<file path="src/rtl/baseerat_mux_sched_if.sv">
// baseerat_mux_sched bus bundle.
// Two input streams, one registered output stream, status.
interface baseerat_mux_sched_if #(
    parameter int DATA_WIDTH = 32,
    parameter int CNT_WIDTH  = 16
);
    logic [DATA_WIDTH-1:0] din0;
    logic                  din0_valid;
    logic                  din0_last;
    logic                  din0_ready;
    logic [DATA_WIDTH-1:0] din1;
    logic                  din1_valid;
    logic                  din1_last;
    logic                  din1_ready;
    logic [DATA_WIDTH-1:0] dout;
    logic                  dout_valid;
    logic                  dout_last;
    logic                  dout_ready;
    logic                  sel;
    logic                  busy;
    logic [CNT_WIDTH-1:0]  pkt_cnt0;
    logic [CNT_WIDTH-1:0]  pkt_cnt1;

    modport master (
        output din0, din0_valid, din0_last,
        input  din0_ready,
        output din1, din1_valid, din1_last,
        input  din1_ready,
        input  dout, dout_valid, dout_last,
        output dout_ready,
        input  sel, busy, pkt_cnt0, pkt_cnt1
    );

    modport slave (
        input  din0, din0_valid, din0_last,
        output din0_ready,
        input  din1, din1_valid, din1_last,
        output din1_ready,
        output dout, dout_valid, dout_last,
        input  dout_ready,
        output sel, busy, pkt_cnt0, pkt_cnt1
    );
endinterface

</file>
<file path="src/rtl/baseerat_mux_sched.sv">
// baseerat_mux_sched: packet-granular 2:1 round-robin scheduler
// with a one-entry registered output stage and packet counters.
module baseerat_mux_sched #(
    parameter int DATA_WIDTH = 32,
    parameter int CNT_WIDTH  = 16
) (
    input logic                clk,
    input logic                resetn,
    baseerat_mux_sched_if.slave bus
);
    localparam int NSEC = DATA_WIDTH / 16;

    typedef enum logic [1:0] {IDLE, GNT0, GNT1} state_t;

    state_t                state_q, state_d;
    logic                  last_gnt_q, last_gnt_d;
    logic                  sel_q, sel_d;
    logic                  dv_q, dl_q;
    logic [DATA_WIDTH-1:0] dout_q;
    logic [CNT_WIDTH-1:0]  cnt0_q, cnt1_q;
    logic [DATA_WIDTH-1:0] mux_d;
    logic                  mux_last;
    logic                  out_free;
    logic                  gnt0, gnt1;
    logic                  acc0, acc1, fin0, fin1;

    assign gnt0     = (state_q == GNT0);
    assign gnt1     = (state_q == GNT1);
    assign out_free = !dv_q || bus.dout_ready;
    assign acc0     = gnt0 && out_free && bus.din0_valid;
    assign acc1     = gnt1 && out_free && bus.din1_valid;
    assign fin0     = acc0 && bus.din0_last;
    assign fin1     = acc1 && bus.din1_last;

    // Section-wise 2:1 data mux steered by the current grant
    for (genvar s = 0; s < NSEC; s++) begin : g_sec
        assign mux_d[s*16 +: 16] = gnt0 ? bus.din0[s*16 +: 16]
                                        : bus.din1[s*16 +: 16];
    end
    assign mux_last = gnt0 ? bus.din0_last : bus.din1_last;

    // Grant decision: round-robin in IDLE, switch only at packet end
    always_comb begin
        state_d    = state_q;
        last_gnt_d = last_gnt_q;
        sel_d      = sel_q;
        unique case (state_q)
            IDLE: begin
                if (bus.din0_valid && bus.din1_valid)
                    state_d = last_gnt_q ? GNT0 : GNT1;
                else if (bus.din0_valid)
                    state_d = GNT0;
                else if (bus.din1_valid)
                    state_d = GNT1;
            end
            GNT0: begin
                if (fin0) begin
                    last_gnt_d = 1'b0;
                    if (bus.din1_valid)      state_d = GNT1;
                    else if (bus.din0_valid) state_d = GNT0;
                    else                     state_d = IDLE;
                end
            end
            GNT1: begin
                if (fin1) begin
                    last_gnt_d = 1'b1;
                    if (bus.din0_valid)      state_d = GNT0;
                    else if (bus.din1_valid) state_d = GNT1;
                    else                     state_d = IDLE;
                end
            end
            default: state_d = IDLE;
        endcase
        if (state_d == GNT0)      sel_d = 1'b1;
        else if (state_d == GNT1) sel_d = 1'b0;
    end

    // Grant state; last_gnt resets to port 1 so port 0 wins first
    always_ff @(posedge clk or negedge resetn) begin
        if (!resetn) begin
            state_q    <= IDLE;
            last_gnt_q <= 1'b1;
            sel_q      <= 1'b0;
        end else begin
            state_q    <= state_d;
            last_gnt_q <= last_gnt_d;
            sel_q      <= sel_d;
        end
    end

    // Output register: load on accept, drain when consumed
    always_ff @(posedge clk or negedge resetn) begin
        if (!resetn) begin
            dout_q <= '0;
            dl_q   <= 1'b0;
            dv_q   <= 1'b0;
        end else if (acc0 || acc1) begin
            dout_q <= mux_d;
            dl_q   <= mux_last;
            dv_q   <= 1'b1;
        end else if (bus.dout_ready) begin
            dv_q   <= 1'b0;
        end
    end

    // Per-port packet counters, bumped on last-beat accept
    always_ff @(posedge clk or negedge resetn) begin
        if (!resetn) begin
            cnt0_q <= '0;
            cnt1_q <= '0;
        end else begin
            if (fin0) cnt0_q <= cnt0_q + 1'b1;
            if (fin1) cnt1_q <= cnt1_q + 1'b1;
        end
    end

    assign bus.din0_ready = gnt0 && out_free;
    assign bus.din1_ready = gnt1 && out_free;
    assign bus.dout       = dout_q;
    assign bus.dout_valid = dv_q;
    assign bus.dout_last  = dl_q;
    assign bus.sel        = sel_q;
    assign bus.busy       = (state_q != IDLE);
    assign bus.pkt_cnt0   = cnt0_q;
    assign bus.pkt_cnt1   = cnt1_q;
endmodule

</file>
<file path="src/flat_wrapper.sv">
// flat-port wrapper written by rule: the top's interface ports become plain ports
module baseerat_mux_sched_flat 
#(
    parameter int DATA_WIDTH = 32,
    parameter int CNT_WIDTH  = 16
)
  (clk, resetn, bus_din0, bus_din0_valid, bus_din0_last, bus_din0_ready, bus_din1, bus_din1_valid, bus_din1_last, bus_din1_ready, bus_dout, bus_dout_valid, bus_dout_last, bus_dout_ready, bus_sel, bus_busy, bus_pkt_cnt0, bus_pkt_cnt1);
  baseerat_mux_sched_if #(.DATA_WIDTH(DATA_WIDTH), .CNT_WIDTH(CNT_WIDTH)) bus_i ();
  input logic clk;
  input logic resetn;
  input wire logic [$bits(bus_i.din0)-1:0] bus_din0;
  input wire logic [$bits(bus_i.din0_valid)-1:0] bus_din0_valid;
  input wire logic [$bits(bus_i.din0_last)-1:0] bus_din0_last;
  output wire logic [$bits(bus_i.din0_ready)-1:0] bus_din0_ready;
  input wire logic [$bits(bus_i.din1)-1:0] bus_din1;
  input wire logic [$bits(bus_i.din1_valid)-1:0] bus_din1_valid;
  input wire logic [$bits(bus_i.din1_last)-1:0] bus_din1_last;
  output wire logic [$bits(bus_i.din1_ready)-1:0] bus_din1_ready;
  output wire logic [$bits(bus_i.dout)-1:0] bus_dout;
  output wire logic [$bits(bus_i.dout_valid)-1:0] bus_dout_valid;
  output wire logic [$bits(bus_i.dout_last)-1:0] bus_dout_last;
  input wire logic [$bits(bus_i.dout_ready)-1:0] bus_dout_ready;
  output wire logic [$bits(bus_i.sel)-1:0] bus_sel;
  output wire logic [$bits(bus_i.busy)-1:0] bus_busy;
  output wire logic [$bits(bus_i.pkt_cnt0)-1:0] bus_pkt_cnt0;
  output wire logic [$bits(bus_i.pkt_cnt1)-1:0] bus_pkt_cnt1;
  assign bus_i.din0 = bus_din0;
  assign bus_i.din0_valid = bus_din0_valid;
  assign bus_i.din0_last = bus_din0_last;
  assign bus_din0_ready = bus_i.din0_ready;
  assign bus_i.din1 = bus_din1;
  assign bus_i.din1_valid = bus_din1_valid;
  assign bus_i.din1_last = bus_din1_last;
  assign bus_din1_ready = bus_i.din1_ready;
  assign bus_dout = bus_i.dout;
  assign bus_dout_valid = bus_i.dout_valid;
  assign bus_dout_last = bus_i.dout_last;
  assign bus_i.dout_ready = bus_dout_ready;
  assign bus_sel = bus_i.sel;
  assign bus_busy = bus_i.busy;
  assign bus_pkt_cnt0 = bus_i.pkt_cnt0;
  assign bus_pkt_cnt1 = bus_i.pkt_cnt1;
  baseerat_mux_sched #(.DATA_WIDTH(DATA_WIDTH), .CNT_WIDTH(CNT_WIDTH)) u_core (.clk(clk), .resetn(resetn), .bus(bus_i));
endmodule
</file>
<file path="config.mk">
export PLATFORM = sky130hd
export DESIGN_NAME = baseerat_mux_sched_flat
export DESIGN_NICKNAME = d
export VERILOG_FILES = /design/src/rtl/baseerat_mux_sched_if.sv /design/src/rtl/baseerat_mux_sched.sv /design/src/flat_wrapper.sv
export SDC_FILE = /design/constraint.sdc
export NUM_CORES = 1
export LEC_CHECK = 0
export CAP_MARGIN = 10
export CORE_MARGIN = 5
export CORE_UTILIZATION = 42
export CTS_BUF_LIST = sky130_fd_sc_hd__clkbuf_16
export CTS_CLUSTER_DIAMETER = 30
export DETAILED_ROUTE_END_ITERATION = 12
export GPL_TIMING_DRIVEN = 1
export PLACE_DENSITY = 0.82
export RECOVER_POWER = 25
export SLEW_MARGIN = 25
export SYNTH_ARGS = -nofsm -noshare
export SYNTH_HDL_FRONTEND = slang
export SYNTH_SLANG_ARGS = --single-unit
</file>
<file path="constraint.sdc">
create_clock -name clk -period 2.6 [get_ports clk]
set_input_delay 0.52 -clock clk [delete_from_list [all_inputs] [get_ports clk]]
set_output_delay 0.52 -clock clk [all_outputs]
set_load 0.1 [all_outputs]
</file>
==> out/summary.json <==
{
  "die_h": {"value": 97.93, "unit": "um"},
  "synthArstFlopShare": {"value": 1.000},
  "hold_violations": {"value": 0},
  "grt_overflow_total": {"value": 0},
  "first_pass_iters": {"value": 4},
  "outcome": {"value": "finished with violations"},
  "yosysMostFrequentCell": {"value": "sky130_fd_sc_hd__nand2_1"},
  "layout_worst_path_cycle_share": {"value": 0.8851},
  "required": {"value": 2790, "unit": "ps"},
  "first_global_vias": {"value": 2943},
  "floorplan.initialDensity": {"value": 0.4246},
  "synth_top_family_by_area": {"value": "simple AND/OR/NAND/NOR gates"},
  "post-synth-top-area-cell": {"value": "sky130_fd_sc_hd__dfrtp_1"},
  "placeableCoreArea": {"value": 7647, "unit": "um^2"},
  "yosysSeqAreaShare": {"value": 0.5399},
  "cts_hold_repair_buffers": {"value": 0},
  "die_w": {"value": 97.93, "unit": "um"},
  "synth_edf_count": {"value": 0},
  "n_antenna_cell": {"value": 0},
  "wl_per_cell": {"value": 14.63, "unit": "um"},
  "design.portCount": {"value": 141},
  "worstHoldStart": {"value": "u_core.last_gnt_q"},
  "synth_ff_type": {"value": "sky130_fd_sc_hd__dfrtp_1"},
  "cts_max_path_buffers": {"value": 2},
  "final-max-slew-violation-count": {"value": 31},
  "postSynthAreaPerCell": {"value": 9.439, "unit": "um^2"},
  "synthMuxAreaShare": {"value": 0.003468},
  "fillCellCount": {"value": 660},
  "cap_violations": {"value": 1},
  "post_synth_instance_area": {"value": 3247, "unit": "um^2"},
  "tightestPinTransition": {"value": 1618, "unit": "ps"},
  "worst_hold_path_type": {"value": "reg2reg"},
  "cts.clk_slew.worst_paths": {"value": 60, "unit": "ps"},
  "timing.hold.worst_endpoint": {"value": "u_core.last_gnt_q"},
  "synth_adder_area_share": {"value": 0.01156},
  "fin_crit": {"value": 2301, "unit": "ps"},
  "drt_wl_total": {"value": 8647, "unit": "um"},
  "netlist_instances": {"value": 344},
  "drc_errors": {"value": 0},
  "layout-drive-gt1-share": {"value": 0.2168},
  "setup-violations-final": {"value": 0},
  "layout_net_count": {"value": 560},
  "synth.ff_latch_count": {"value": 70},
  "syn-num-nets": {"value": 418},
  "skew": {"value": 10.14, "unit": "ps"},
  "clockRootBuffer": {"value": "sky130_fd_sc_hd__clkbuf_16"},
  "synth_common_cells": {"value": "sky130_fd_sc_hd__nand2_1 (89), sky130_fd_sc_hd__dfrtp_1 (69), sky130_fd_sc_hd__nor2_1 (38)"},
  "yosys-top-cells-area": {"value": "sky130_fd_sc_hd__dfrtp_1 (53%), sky130_fd_sc_hd__nand2_1 (10%), sky130_fd_sc_hd__a31oi_1 (6.4%)"},
  "reg2regPathDepth": {"value": 6},
  "cts-htree-levels": {"value": 3},
  "achievable-frequency": {"value": 434.6, "unit": "MHz"},
  "die_area": {"value": 9589, "unit": "um^2"},
  "finalWeightedCongestion": {"value": 0.8192},
  "hpwl": {"value": 6371, "unit": "um"},
  "cts_post_setup_buffers_inserted": {"value": 0},
  "synth_compound_area_frac": {"value": 0.07669},
  "routed_antenna_nets": {"value": 0},
  "synthToLayoutAreaGrowth": {"value": 50.21, "unit": "%"},
  "1st_iter_drt_viols": {"value": 114},
  "stdcell_area": {"value": 4877, "unit": "um^2"},
  "worstPathArrival": {"value": 2500, "unit": "ps"},
  "yosys_warnings": {"value": 0},
  "tritoncts": {"value": "built"},
  "numCtsBuffers": {"value": 9},
  "placement.io_buffers": {"value": 140},
  "r2r_setup_slack": {"value": 570, "unit": "ps"},
  "via_per_inst": {"value": 4.980},
  "core.rowCount": {"value": 32},
  "grt_util_all_layers": {"value": 0.1834},
  "maxSlewHeadroom": {"value": -0.07845},
  "r2r-start": {"value": "u_core.bus.dout_valid"},
  "synthSimpleGateAreaFrac": {"value": 0.2555},
  "synth_cell_types": {"value": 34},
  "synth-xor-area-share": {"value": 0.08324},
  "critical_path_class": {"value": "in2reg"},
  "worstHoldPathCells": {"value": 2},
  "first_pass_grt_wire_length": {"value": 14460, "unit": "um"},
  "postPlaceCellArea": {"value": 4643, "unit": "um^2"},
  "worst_setup_path_start_kind": {"value": "input pin"},
  "worstReg2RegEnd": {"value": "u_core.bus.sel"},
  "post-synth-top-area-fraction": {"value": 0.5318},
  "numClockSinks": {"value": 70},
  "violations": {"value": "capacitance limit, slew limit"},
  "worst_setup_ep_type": {"value": "register"},
  "grt_max_degree": {"value": 42},
  "critPathMaxFanout": {"value": 10},
  "worstSkewPairLatency": {"value": 320, "unit": "ps"},
  "grt_setup_unrepaired": {"value": "no"},
  "num_vias": {"value": 2943},
  "grt_antenna_before_repair": {"value": 0}
}
-- state kept, by name, indices dropped and copies added (netlist names) --
signal                 flops
u_core.bus.dout           32
u_core.bus.pkt_cnt0       16
u_core.bus.pkt_cnt1       16
u_core.state_q             2
u_core.bus.dout_last       1
u_core.bus.dout_valid      1
u_core.bus.sel             1
u_core.last_gnt_q          1
-- cell families (layout without fill, tap and decap cells) --
family	after synthesis	after routing
flip-flops	70	70
adder cells (fa/ha/maj)	3	3
AND/OR/NAND/NOR	180	180
XOR/XNOR	30	30
AO/OA/AOI/OAI	39	39
multiplexers	1	1
buffers and inverters	21	166
-- layer usage --
metal | global-route usage | vias to the layer above | wire, um
met5 | 0 | - | 0
li1 | - | 1456 | -
met3 | 0.04929 | 12 | 525
met2 | 0.3047 | 91 | 4233
met4 | 0.05538 | 0 | 119
met1 | 0.2349 | 1384 | 3768
-- worst max path at each step --
stage,cells after the start,to,startpoint
floorplan,7,u_core.bus.sel,u_core.bus.dout_valid
global placement,7,u_core.bus.sel,bus_dout_ready
detailed placement,7,u_core.bus.sel,bus_dout_ready
CTS,7,u_core.bus.sel,bus_dout_ready
global route,2,u_core.bus.pkt_cnt0[8],resetn
finish,7,u_core.bus.sel,bus_dout_ready
-- placed cells by master, fill, tap and decap left out, types with 2 or more instances in the layout --
| cell | netlist | layout |
|---|---|---|
| sky130_fd_sc_hd__a31oi_1 | 33 | 33 |
| sky130_fd_sc_hd__and3_1 | 2 | 2 |
| sky130_fd_sc_hd__and4_1 | 5 | 5 |
| sky130_fd_sc_hd__buf_12 | 0 | 2 |
| sky130_fd_sc_hd__buf_4 | 0 | 77 |
| sky130_fd_sc_hd__clkbuf_16 | 0 | 9 |
| sky130_fd_sc_hd__clkdlybuf4s50_1 | 0 | 69 |
| sky130_fd_sc_hd__clkinv_1 | 0 | 3 |
| sky130_fd_sc_hd__dfrtp_1 | 69 | 69 |
| sky130_fd_sc_hd__ha_1 | 3 | 3 |
| sky130_fd_sc_hd__inv_1 | 2 | 3 |
| sky130_fd_sc_hd__nand2_1 | 89 | 89 |
| sky130_fd_sc_hd__nand2b_1 | 2 | 2 |
| sky130_fd_sc_hd__nand3_1 | 12 | 12 |
| sky130_fd_sc_hd__nand3b_1 | 2 | 2 |
| sky130_fd_sc_hd__nand4_1 | 7 | 7 |
| sky130_fd_sc_hd__nor2_1 | 38 | 36 |
| sky130_fd_sc_hd__nor2_2 | 0 | 2 |
| sky130_fd_sc_hd__nor2b_2 | 0 | 2 |
| sky130_fd_sc_hd__nor3_1 | 8 | 7 |
| sky130_fd_sc_hd__nor4_1 | 3 | 3 |
| sky130_fd_sc_hd__nor4_2 | 3 | 3 |
| sky130_fd_sc_hd__or2_2 | 2 | 2 |
| sky130_fd_sc_hd__or3_1 | 2 | 2 |
| sky130_fd_sc_hd__xnor2_1 | 19 | 19 |
| sky130_fd_sc_hd__xor2_1 | 10 | 10 |
-- through the flow --
step	setup slack (ps)	cells	hold slack (ps)	TNS [ps]	util
floorplan	9.552	344	224.4	0	-
global placement	-240.3	577	452.1	-240.3	0.6072
detailed placement	-305.6	577	466.5	-305.6	0.6072
CTS	33.40	591	277.0	0	0.6392
global route	135.2	591	490.9	0	0.6378
finish	298.8	591	476.3	0	0.6378
-- timing repair --
item                                    CTS  global route
endpoints found under the setup margin    0             1
gates resized for setup                   0             1
hold endpoints to repair                  0             0
-- cell type report --
cell class,instances,area [um^2],area share
inverter,2,7.507,0.001539
multi-input combinational,253,1424,0.2919
clock buffer,9,225.2,0.04618
timing repair buffer,150,1320,0.2707
sequential,70,1753,0.3594
tap,102,127.6,0.02617
clock inverter,5,20.02,0.004105
-- worst max-delay path, cell delays in order --
cell and delay [ps]:
sky130_fd_sc_hd__clkdlybuf4s50_1 410, sky130_fd_sc_hd__nor2b_2 450, sky130_fd_sc_hd__nor3_2 120, sky130_fd_sc_hd__o21ai_0 270, sky130_fd_sc_hd__a2bb2oi_1 200, sky130_fd_sc_hd__ha_1 250
sky130_fd_sc_hd__mux2_2 270
Power is not shown: default switching activity piles up to over one toggle a cycle in this logic, so the estimate is an artifact.
